**config.mk**
```make
export PLATFORM = sky130hd
export DESIGN_NAME = space_wire_time_code_scheduler
export DESIGN_NICKNAME = d
export VERILOG_FILES = /design/src/rtl/space_wire_time_code_scheduler.sv
export SDC_FILE = /design/constraint.sdc
export NUM_CORES = 1
export LEC_CHECK = 0
export ABC_AREA = 0
export ABC_CLOCK_PERIOD_IN_PS = 3100
export BUFFER_PORTS_ARGS = -buffer_cell sky130_fd_sc_hd__buf_2
export CAP_MARGIN = 10
export CORE_MARGIN = 4
export CORE_UTILIZATION = 35
export CTS_CLUSTER_DIAMETER = 200
export DETAILED_ROUTE_END_ITERATION = 8
export HOLD_SLACK_MARGIN = 0.12
export MAX_ROUTING_LAYER = met4
export PLACE_DENSITY = 0.62
export SETUP_SLACK_MARGIN = 0.15
export SYNTH_ARGS = -nofsm -noshare
export SYNTH_HDL_FRONTEND = slang
export SYNTH_SLANG_ARGS = --single-unit
```
**constraint.sdc**
```tcl
create_clock -name i_clk -period 3.1 [get_ports i_clk]
set_input_delay 0.62 -clock i_clk [delete_from_list [all_inputs] [get_ports i_clk]]
set_output_delay 0.62 -clock i_clk [all_outputs]
set_load 0.03 [all_outputs]
```
**src/rtl/space_wire_time_code_scheduler.sv**
```systemverilog
// ---------------------------------------------------------------------------
// space_wire_time_code_scheduler
//
// Time-master sequencer for the SpaceWire time-code transmit path. It merges
// host tick requests and an optional periodic auto-tick into single time-code
// issues. It keeps the local 6-bit time counter, forms {flags, time}, and
// hands the code to the link transmitter over a req/ack handshake.
//
// Ports
//   i_clk, i_reset_n            clock, async active-low reset
//   i_enable                    block enable (0 forces IDLE, stops timer)
//   i_link_running              transmitter link in Run state
//   i_auto_mode, i_period       periodic auto-tick control (period 0 = off)
//   i_tick_in                   host tick request pulse
//   i_control_flags_in          flags placed in code bits [7:6]
//   i_time_load, i_time_in      load the time counter
//   o_tx_tick_req/o_tx_time_code/i_tx_tick_ack   transmitter handshake
//   o_time_out                  current time counter
//   o_busy                      high while a code is outstanding
//   o_tick_dropped              1-cycle pulse on discarded tick / aborted issue
// ---------------------------------------------------------------------------
module space_wire_time_code_scheduler #(
  parameter int PERIOD_WIDTH = 16,
  parameter int ACK_TIMEOUT  = 1023
) (
  input  logic                    i_clk,
  input  logic                    i_reset_n,
  input  logic                    i_enable,
  input  logic                    i_link_running,
  input  logic                    i_auto_mode,
  input  logic [PERIOD_WIDTH-1:0] i_period,
  input  logic                    i_tick_in,
  input  logic [1:0]              i_control_flags_in,
  input  logic                    i_time_load,
  input  logic [5:0]              i_time_in,
  output logic                    o_tx_tick_req,
  output logic [7:0]              o_tx_time_code,
  input  logic                    i_tx_tick_ack,
  output logic [5:0]              o_time_out,
  output logic                    o_busy,
  output logic                    o_tick_dropped
);

  localparam int TW = (ACK_TIMEOUT < 2) ? 1 : $clog2(ACK_TIMEOUT + 1);
  // Value of the wait counter in the last REQ cycle before a timeout abort;
  // the request is therefore held for ACK_TIMEOUT cycles at most.
  localparam logic [TW-1:0] LP_WAIT_LAST = TW'(ACK_TIMEOUT - 1);

  typedef enum logic {S_IDLE, S_REQ} state_t;

  state_t                  r_state;
  logic [PERIOD_WIDTH-1:0] r_timer;
  logic [TW-1:0]           r_wait;
  logic [5:0]              r_time;
  logic [7:0]              r_code;
  logic                    r_req;
  logic                    r_busy;
  logic                    r_drop;

  logic                    w_count_en;
  logic                    w_auto_fire;
  logic                    w_event;
  logic [5:0]              w_time_inc;

  assign w_count_en  = i_enable && i_auto_mode && (i_period != '0);
  // Equality compare only: if the period shrinks below the current timer,
  // the timer runs through its natural wrap before matching again.
  assign w_auto_fire = w_count_en && (r_timer == (i_period - PERIOD_WIDTH'(1)));
  assign w_event     = i_tick_in || w_auto_fire;
  // A load in the same cycle as an issue takes effect before the increment.
  assign w_time_inc  = (i_time_load ? i_time_in : r_time) + 6'd1;

  always_ff @(posedge i_clk or negedge i_reset_n) begin
    if (!i_reset_n) begin
      r_state <= S_IDLE;
      r_timer <= '0;
      r_wait  <= '0;
      r_time  <= '0;
      r_code  <= '0;
      r_req   <= 1'b0;
      r_busy  <= 1'b0;
      r_drop  <= 1'b0;
    end else begin
      if (!w_count_en || w_auto_fire) r_timer <= '0;
      else                            r_timer <= r_timer + PERIOD_WIDTH'(1);

      r_drop <= 1'b0;
      if (i_time_load) r_time <= i_time_in;

      case (r_state)
        S_IDLE: begin
          if (w_event) begin
            if (i_enable && i_link_running) begin
              r_state <= S_REQ;
              r_time  <= w_time_inc;
              r_code  <= {i_control_flags_in, w_time_inc};
              r_req   <= 1'b1;
              r_busy  <= 1'b1;
              r_wait  <= '0;
            end else begin
              r_drop  <= 1'b1;
            end
          end
        end
        S_REQ: begin
          // Codes are never queued: any event while outstanding is lost.
          if (w_event) r_drop <= 1'b1;
          if (i_tx_tick_ack) begin
            r_state <= S_IDLE;
            r_req   <= 1'b0;
            r_busy  <= 1'b0;
          end else if (!i_enable || !i_link_running || r_wait == LP_WAIT_LAST) begin
            r_state <= S_IDLE;
            r_req   <= 1'b0;
            r_busy  <= 1'b0;
            r_drop  <= 1'b1;
          end else begin
            r_wait  <= r_wait + TW'(1);
          end
        end
        default: begin
          r_state <= S_IDLE;
          r_req   <= 1'b0;
          r_busy  <= 1'b0;
        end
      endcase
    end
  end

  assign o_tx_tick_req  = r_req;
  assign o_tx_time_code = r_code;
  assign o_time_out     = r_time;
  assign o_busy         = r_busy;
  assign o_tick_dropped = r_drop;

endmodule

```
==> results of run 1 <==
## Yosys cell counts, drive strengths merged (3+ instances only)
library cell and count:
dfrtp 43, xnor2 28, nor2 27, xor2 22, nand2 12, nand3 12
and2 11, mux2 10, inv 9, nand4 9, nor3 8, clkbuf 7
and3 6, ha 6, nand2b 6, nor4 6, buf 5, o21ai 5
a21oi 4, a31oi 4, nor4b 4, o211ai 4, mux2i 3, nand3b 3
nor2b 3
## registers in the layout, summed over array words and instances, names as in the netlist
register,cells
o_busy,1
o_tick_dropped,1
o_time_out,6
o_tx_time_code,8
r_state,1
r_timer,16
r_wait,10
## final timing paths
| path | depth (start not counted) | startpoint | slack [ns] | end |
|---|---|---|---|---|
| min in group i_clk | 1 | o_tx_time_code[0] | 0.50 | o_tx_time_code[0] |
| worst max-delay path | 9 | i_period[3] | 0.30 | o_tx_time_code[1] |
| max in group asynchronous | 1 | i_reset_n | 2.06 | r_timer[4] |
| worst min-delay path | 1 | i_reset_n | 0.45 | o_tx_time_code[2] |
| worst max register to register | 8 | r_timer[13] | 0.70 | o_tx_time_code[1] |
| worst min register to register | 1 | o_tx_time_code[0] | 0.50 | o_tx_time_code[0] |
## critical path, stage by stage
cell and delay (ns):
buf_2 0.11, or4_4 0.56, nor4b_2 0.28, o22ai_1 0.14
a2111oi_4 0.38, and4b_1 0.32, o21ai_4 0.07, buf_12 0.18
mux2_1 0.31
## layout make-up
cell class                 instances  area, µm²
fill                             791       4330
multi-input combinational        219       1610
sequential                        43       1080
timing repair buffer              69        410
tap                              102        128
clock buffer                       5       68.8
inverter                           9       33.8
clock inverter                     3       23.8
## layer usage
layer	vias to the layer above	track usage, %	routed length [µm]
met4	0	3.67	73
met3	8	2.52	197
met2	40	21.3	2950
met5	-	-	0
met1	1084	18.3	2870
li1	1126	-	-
## repair_timing
action	4_1_cts	5_1_grt
endpoints found under the hold margin	0	0
gates resized for setup	0	1
endpoints found under the setup margin	0	15
## through the flow
| step | hold slack [ns] | total power (µW) | cell area [µm²] | std cells | worst slack [ns] |
|---|---|---|---|---|---|
| 4_1_cts | 0.483 | 1410 | 3350 | 450 | 0.317 |
| 6_report | 0.447 | 1390 | 3350 | 450 | 0.304 |
| 3_3_place_gp | 0.471 | 1030 | 3260 | 442 | 0.0250 |
| 2_1_floorplan | 0.324 | 903 | 2780 | 283 | 0.162 |
| 3_5_place_dp | 0.484 | 1040 | 3260 | 442 | -0.00210 |
| 5_1_grt | 0.519 | 1470 | 3350 | 450 | 0.179 |
## power breakdown
| part | internal (µW) | switching (µW) |
|---|---|---|
| clock network | 161 | 206 |
| registers | 612 | 30.6 |
| logic | 151 | 228 |
| total | 924 | 465 |
## cells by family after synthesis
| logic type | Yosys count | synth area share, % |
|---|---|---|
| simple gates | 114 | 22.8 |
| compound gates | 36 | 10.2 |
| flops | 43 | 38.9 |
| fa+ha+maj | 6 | 2.71 |
| xor+xnor | 50 | 15.8 |
| mux | 13 | 6.11 |
| buf+inv | 21 | 3.44 |
==> flow_summary.ini, run 1 <==
[sta]
slew_headroom_pct = 38.0
finClkSkew_ns = 0.00766
slew_viol_final = 0
grt_setup_unrepaired = no
worstMarginPinSlew_ns = 0.931
timing.final.crit_share_pct = 90.2
tns_ns = 0
setup_viol = 0
hold_violations = 0
max_freq_ghz = 0.358
fin_crit_ns = 2.80

[yosys]
yosys.area.top_type = dfrtp_1
syn-mean-instance-area_um2 = 9.77
synth.ff_latch_count = 43
syn-instance-count = 283
ys.flop_type = dfrtp_1
syn-cell-area_um2 = 2770
seq_area_frac_synth_pct = 38.9
yosysUniqueCellTypes = 56
netlist.area_leader.share_pct = 38.9
yosys_warnings = 0
synth_edf_count = 0
ys_async_sr_fraction_pct = 100
syn_nets = 321
synthTopCellsByArea = dfrtp_1, xnor2_1, xor2_1, mux2_4, nor2_1

[placed_design]
dp_hpwl_um = 4750
port_buffers = 48
gp_congestion = 0.887

[route]
dr.pass1.iters = 4
avgViaCountPerCell = 5.02
first_iter_violations = 123
avgRoutedWirePerCell_um = 13.5
drcViolationCount = 0
drtAntennaViolNets = 0
wirelength_um = 6090
num_vias = 2258

[clock_tree]
clk_latency_ns = 0.30
clock_path_buffers = 2
htreeDepth = 2
cts_made_buffers = 5
tritoncts = done
cts_sinks = 43
cts.clk_slew.worst_paths_ns = 0.09
hold_buffers = 0
cts_root_buffer = clkbuf_8
post-cts-setup-buffers = 0

[job]
max_cap_violations = 0

[power_and_ir_drop]
pwr_density_cell_nw_per_um2 = 414
leakagePower_uw = 0.00148
peakVddDrop_mv = 0.162

[finish]
area_growth_pct = 21.3
layout_common_cells = buf_2, dfrtp_1, xnor2_1, nor2_1, xor2_1
nNetsFinal = 385
post-route-util_pct = 43.6
diodes = 0
final_common_cell = buf_2
drive_gt1_share_pct = 27.0

[critical_path]
crit_required_ns = 3.28
path_max_fanout = 15
worstSetupStartpointType = input port
endpoint_kind = flop
cp_data_arrival_time_ns = 2.98
crit_type = input port to flop

[grt]
grt_pass1_vias = 2184
grt_pass1_wl_um = 10500
grt_usage_pct = 13.7
antenna_found_initial = 0
grt_max_degree = 44
grt_overflow = 0

[die]
die_width_um = 96.9
start_util_pct = 36.0
rows = 32
core_area_um2 = 7690
die_y_um = 96.9
io_pins = 49
die_area_um2 = 9390

[status]
outcome = completed

[min_path]
hold_class = input port to async pin
Note: power is estimated with default switching activity, not from simulation.
==> inputs of run 2 (changes only) <==
Settings changed: ABC_CLOCK_PERIOD_IN_PS 3100 to 3500, CORE_UTILIZATION 35 to 54, CTS_BUF_LIST set to sky130_fd_sc_hd__clkbuf_8, PLACE_DENSITY 0.62 to 0.85.
Clock period 3.1 ns to 3.5 ns, I/O delays scaled along.
==> run 2 against run 1 <==
  * Worst setup slack gained 0.037 ns
  * Hold slack improved by 0.053 ns
  * Largest cell class unchanged
  * First-iteration DRC count up 34%
==> flow_summary.ini, run 2 (synthesized netlist as in run 1, its figures left out) <==
[status]
outcome = completed

[clock_tree]
tritoncts = done
cts_made_buffers = 5
htreeDepth = 2
cts.clk_slew.worst_paths_ns = 0.08
post-cts-setup-buffers = 0
cts_root_buffer = clkbuf_8
hold_buffers = 0
clk_latency_ns = 0.30
cts_sinks = 43
clock_path_buffers = 2
ctsResizeCount = 0

[die]
rows = 25
core_area_um2 = 4850
start_util_pct = 57.0
io_pins = 49
die_area_um2 = 6330
die_y_um = 79.6
die_width_um = 79.6

[placed_design]
dp_hpwl_um = 4710
gp_congestion = 0.927
port_buffers = 48
placed_area_um2 = 3090
placed_cells_incl_taps = 392

[finish]
nNetsFinal = 370
area_growth_pct = 15.7
stdcell_count = 400
drive_gt1_share_pct = 23.1
top_register = r_timer
layout_common_cells = buf_2, dfrtp_1, xnor2_1, nor2_1, xor2_1
diodes = 0
final_common_cell = buf_2
fin_area_um2 = 3200
largest_reg_flops = 16

[critical_path]
crit_slowest_cell = or3b_2
path_max_fanout = 22
endpoint_kind = flop
cp_top_family = simple AND/OR/NAND/NOR gates
crit_required_ns = 3.68
worstSetupStartpointType = input port
crit_buf_inv = 3
cpPeakStageDelay_ns = 0.49
crit_type = input port to flop
crit_chain = buf_2 > inv_1 > ha_1 > or3b_2 > nor4b_1 > a41o_1 > nor3_1 > and4b_1 > o21ai_2 > buf_12 > mux2_1
cp_data_arrival_time_ns = 3.34

[sta]
hold_violations = 0
slew_headroom_pct = 39.2
max_freq_ghz = 0.317
finClkSkew_ns = 0.00522
fin_crit_ns = 3.16
tns_ns = 0
worstMarginPinSlew_ns = 0.911
grt_setup_unrepaired = no
setup_viol = 0
timing.final.crit_share_pct = 90.2
slew_viol_final = 0

[min_path]
hold_class = flop to flop

[route]
drcViolationCount = 0
num_vias = 2264
avgViaCountPerCell = 5.66
wirelength_um = 6140
first_iter_violations = 165
dr.pass1.iters = 4
avgRoutedWirePerCell_um = 15.4
drtAntennaViolNets = 0

[power_and_ir_drop]
seq_power_share_pct = 44.4
pwr_density_cell_nw_per_um2 = 402
peakVddDrop_mv = 0.250
switching_share_pct = 31.7
leakagePower_uw = 0.00142
power.switching_uw = 407
p_int_uw = 879
p_comb_share_pct = 25.5
power_uw = 1290
p_clk_share_pct = 30.2

[grt]
antenna_found_initial = 0
grt_pass1_wl_um = 10400
grt_overflow = 0
grt_usage_pct = 21.5
grt_pass1_vias = 2295
grt_max_degree = 44

[job]
max_cap_violations = 0
## run 2: power groups by stage
| stage | Sequential (µW) | Clock (µW) | Combinational (µW) |
|---|---|---|---|
| floorplan | 661 | 0 | 138 |
| global placement | 577 | 0 | 320 |
| detailed placement | 581 | 0 | 330 |
| CTS | 571 | 395 | 330 |
| global route | 577 | 423 | 354 |
| finish | 571 | 388 | 328 |
## run 2: layer usage
layer  GRT usage [%]  vias to the layer above  wire length (µm)
li1                -                     1097                 -
met1            26.4                     1096              2720
met2            35.2                       60              3020
met3            4.51                       11               311
met4            7.73                        0                91
met5               -                        -                 0
## run 2: cell type report
cell class	count	area, µm²
Multi-Input combinational cell	219	1590
Tap cell	67	83.8
Timing Repair Buffer	54	298
Inverter	9	33.8
Clock buffer	5	68.8
Clock inverter	3	43.8
Sequential cell	43	1080
Fill cell	375	1650
## run 2: worst paths after layout
check                                    end              start  slack (ns)  cells after the start
setup / recovery           o_tx_time_code[0]        i_period[0]        0.34                     11
hold / removal             o_tx_time_code[1]  o_tx_time_code[1]        0.50                      1
setup reg to reg           o_tx_time_code[0]        r_timer[13]        1.03                      8
hold reg to reg            o_tx_time_code[1]  o_tx_time_code[1]        0.50                      1
max in group asynchronous      o_time_out[5]          i_reset_n        2.40                      1
min in group asynchronous         r_timer[5]          i_reset_n        0.53                      1
## run 2: metrics by stage
stage	hold slack (ns)	util [%]	worst slack (ns)
final	0.500	66.0	0.342
after global routing	0.538	66.0	0.261
after CTS	0.505	66.0	0.360
after detailed placement	0.485	63.6	0.0425
after global placement	0.470	63.6	0.200
after floorplan	0.404	-	0.389
==> inputs of run 3 (changes only) <==
Settings changed: ABC_CLOCK_PERIOD_IN_PS 3500 to 2900, CORE_UTILIZATION 54 to 52, GPL_TIMING_DRIVEN set to 1, PLACE_DENSITY 0.85 to 0.86.
Clock period 3.5 ns to 2.9 ns, I/O delays scaled along.
==> run 3 against run 2 <==
  * Critical path depth fell by 2
  * Via count rose by 7.1%
  * Highest routed layer unchanged
  * Utilization rose by 2.1 points
  * Clock skew rose by 0.0044 ns
  * Largest power group unchanged
  * Power rose by 25%
==> flow_summary.ini, run 3 (synthesized netlist as in run 1, its figures left out) <==
[sta]
tns_ns = 0
max_freq_ghz = 0.359
finClkSkew_ns = 0.00964
fin_crit_ns = 2.78
worstMarginPinSlew_ns = 0.927
slew_headroom_pct = 38.2
worst_slack_ns = 0.117
hold_violations = 0
timing.final.crit_share_pct = 96.0
slew_viol_final = 0
setup_viol = 0
grt_setup_unrepaired = yes

[route]
drtAntennaViolNets = 0
dr.pass1.iters = 4
avgRoutedWirePerCell_um = 16.7
avgViaCountPerCell = 5.72
num_vias = 2424
first_iter_violations = 194
drcViolationCount = 0
wirelength_um = 7070

[die]
core_area_um2 = 5140
die_y_um = 80.9
rows = 26
start_util_pct = 53.8
io_pins = 49
die_width_um = 80.9
die_area_um2 = 6550

[critical_path]
crit_buf_inv = 2
path_max_fanout = 7
crit_slowest_cell = or4_4
cp.depth = 9
reg2reg_from = r_timer[13]
r2r_cells = 8
endpoint_kind = flop
crit_type = input port to flop
worstSetupStartpointType = input port
r2r_slack_ns = 0.47
crit_chain = buf_6 > or4_4 > nor2_4 > nand4_1 > a2111oi_4 > and4b_2 > o21ai_4 > buf_12 > mux2_4
crit_required_ns = 3.08
critPathCapture = o_tx_time_code[1]
timing.rr.end = o_tx_time_code[1]
cp_data_arrival_time_ns = 2.96
cp_top_family = simple AND/OR/NAND/NOR gates
cpPeakStageDelay_ns = 0.59
crit_start = i_period[2]

[placed_design]
placed_cells_incl_taps = 409
dpl_worst_slack_ns = -0.153
dp_hpwl_um = 4720
gp_congestion = 0.922
port_buffers = 48

[job]
max_cap_violations = 0

[clock_tree]
tritoncts = done
cts_root_buffer = clkbuf_8
cts.clk_slew.worst_paths_ns = 0.09
cts_sinks = 43
clk_latency_ns = 0.30
htreeDepth = 2
clock_path_buffers = 2
cts_made_buffers = 5

[power_and_ir_drop]
switching_share_pct = 32.0
p_comb_share_pct = 27.8
seq_power_share_pct = 43.0
power.switching_uw = 515
pwr_density_cell_nw_per_um2 = 460
p_clk_share_pct = 29.2
peakVddDrop_mv = 0.227
p_int_uw = 1090
leakagePower_uw = 0.00158

[grt]
grt_pass1_wl_um = 10200
grt_pass1_vias = 2177
grt_overflow = 0
grt_usage_pct = 20.4
antenna_found_initial = 0
grt_max_degree = 44

[finish]
drive_gt1_share_pct = 31.1
diodes = 0
final_common_cell = buf_2
stdcell_count = 424
area_growth_pct = 26.4
largest_reg_flops = 16
layout_common_cells = buf_2, dfrtp_1, xnor2_1, nor2_1, buf_4
nNetsFinal = 391
top_register = r_timer

[min_path]
hold_class = input port to async pin

[status]
outcome = completed
-- run 3: cell count changes in the layout (fill, tap and decap cells not counted), sizes merged --
cell | before | now
buf | 54 | 73
clkbuf | 5 | 7
-- run 3: area by class of cell --
cell class | instances | area, µm²
fill | 378 | 1640
multi-input combinational | 219 | 1680
inverter | 9 | 33.8
clock buffer | 5 | 68.8
sequential | 43 | 1080
tap | 70 | 87.6
clock inverter | 3 | 43.8
timing repair buffer | 75 | 510
-- run 3: metal layers --
layer / vias to the layer above / global-route usage [%] / routed length (µm)
li1: 1141 / - / -
met3: 16 / 3.55 / 424
met1: 1182 / 27.7 / 3000
met4: 0 / 5.41 / 170
met2: 85 / 31.7 / 3480
met5: - / - / 0
-- run 3: worst min-delay path by stage --
stage | to | slack [ns] | depth (start not counted)
after floorplan | o_busy | 0.28 | 0
after global placement | o_tx_time_code[0] | 0.47 | 1
after detailed placement | o_tx_time_code[1] | 0.48 | 1
after CTS | o_tx_time_code[3] | 0.45 | 1
after global routing | o_tx_time_code[4] | 0.49 | 1
final | o_tx_time_code[3] | 0.41 | 1
-- run 3: power by group through the flow --
stage	combinational (µW)	sequential [µW]	clock, µW
global placement	403	697	0
detailed placement	416	701	0
floorplan	172	797	0
global route	473	699	499
finish	447	692	469
CTS	418	690	472
-- run 3: repair_timing --
item / CTS / global route
cloned: 0 / 2
buffers inserted: 0 / 5
resized for setup: 0 / 11
pin swaps: 1 / 7
hold buffers: 0 / 0
endpoints found under the setup margin: 2 / 20
-- run 3: through the flow --
step,hold WS (ns),instance area (µm²),total power (µW),util (%)
after floorplan,0.284,2820,969,-
final,0.411,3500,1610,68.0
after global routing,0.487,3500,1670,68.0
after detailed placement,0.484,3230,1120,62.9
after CTS,0.447,3350,1580,65.1
after global placement,0.471,3230,1100,62.9
-- run 3: worst reg2reg max path, cell delays in order (launching register included) --
cell and delay [ns]:
dfrtp_1 0.43, xor2_1 0.24, xnor2_1 0.14, nand4_1 0.16, a2111oi_4 0.41, and4b_2 0.33, o21ai_4 0.10, buf_12 0.19
mux2_4 0.30
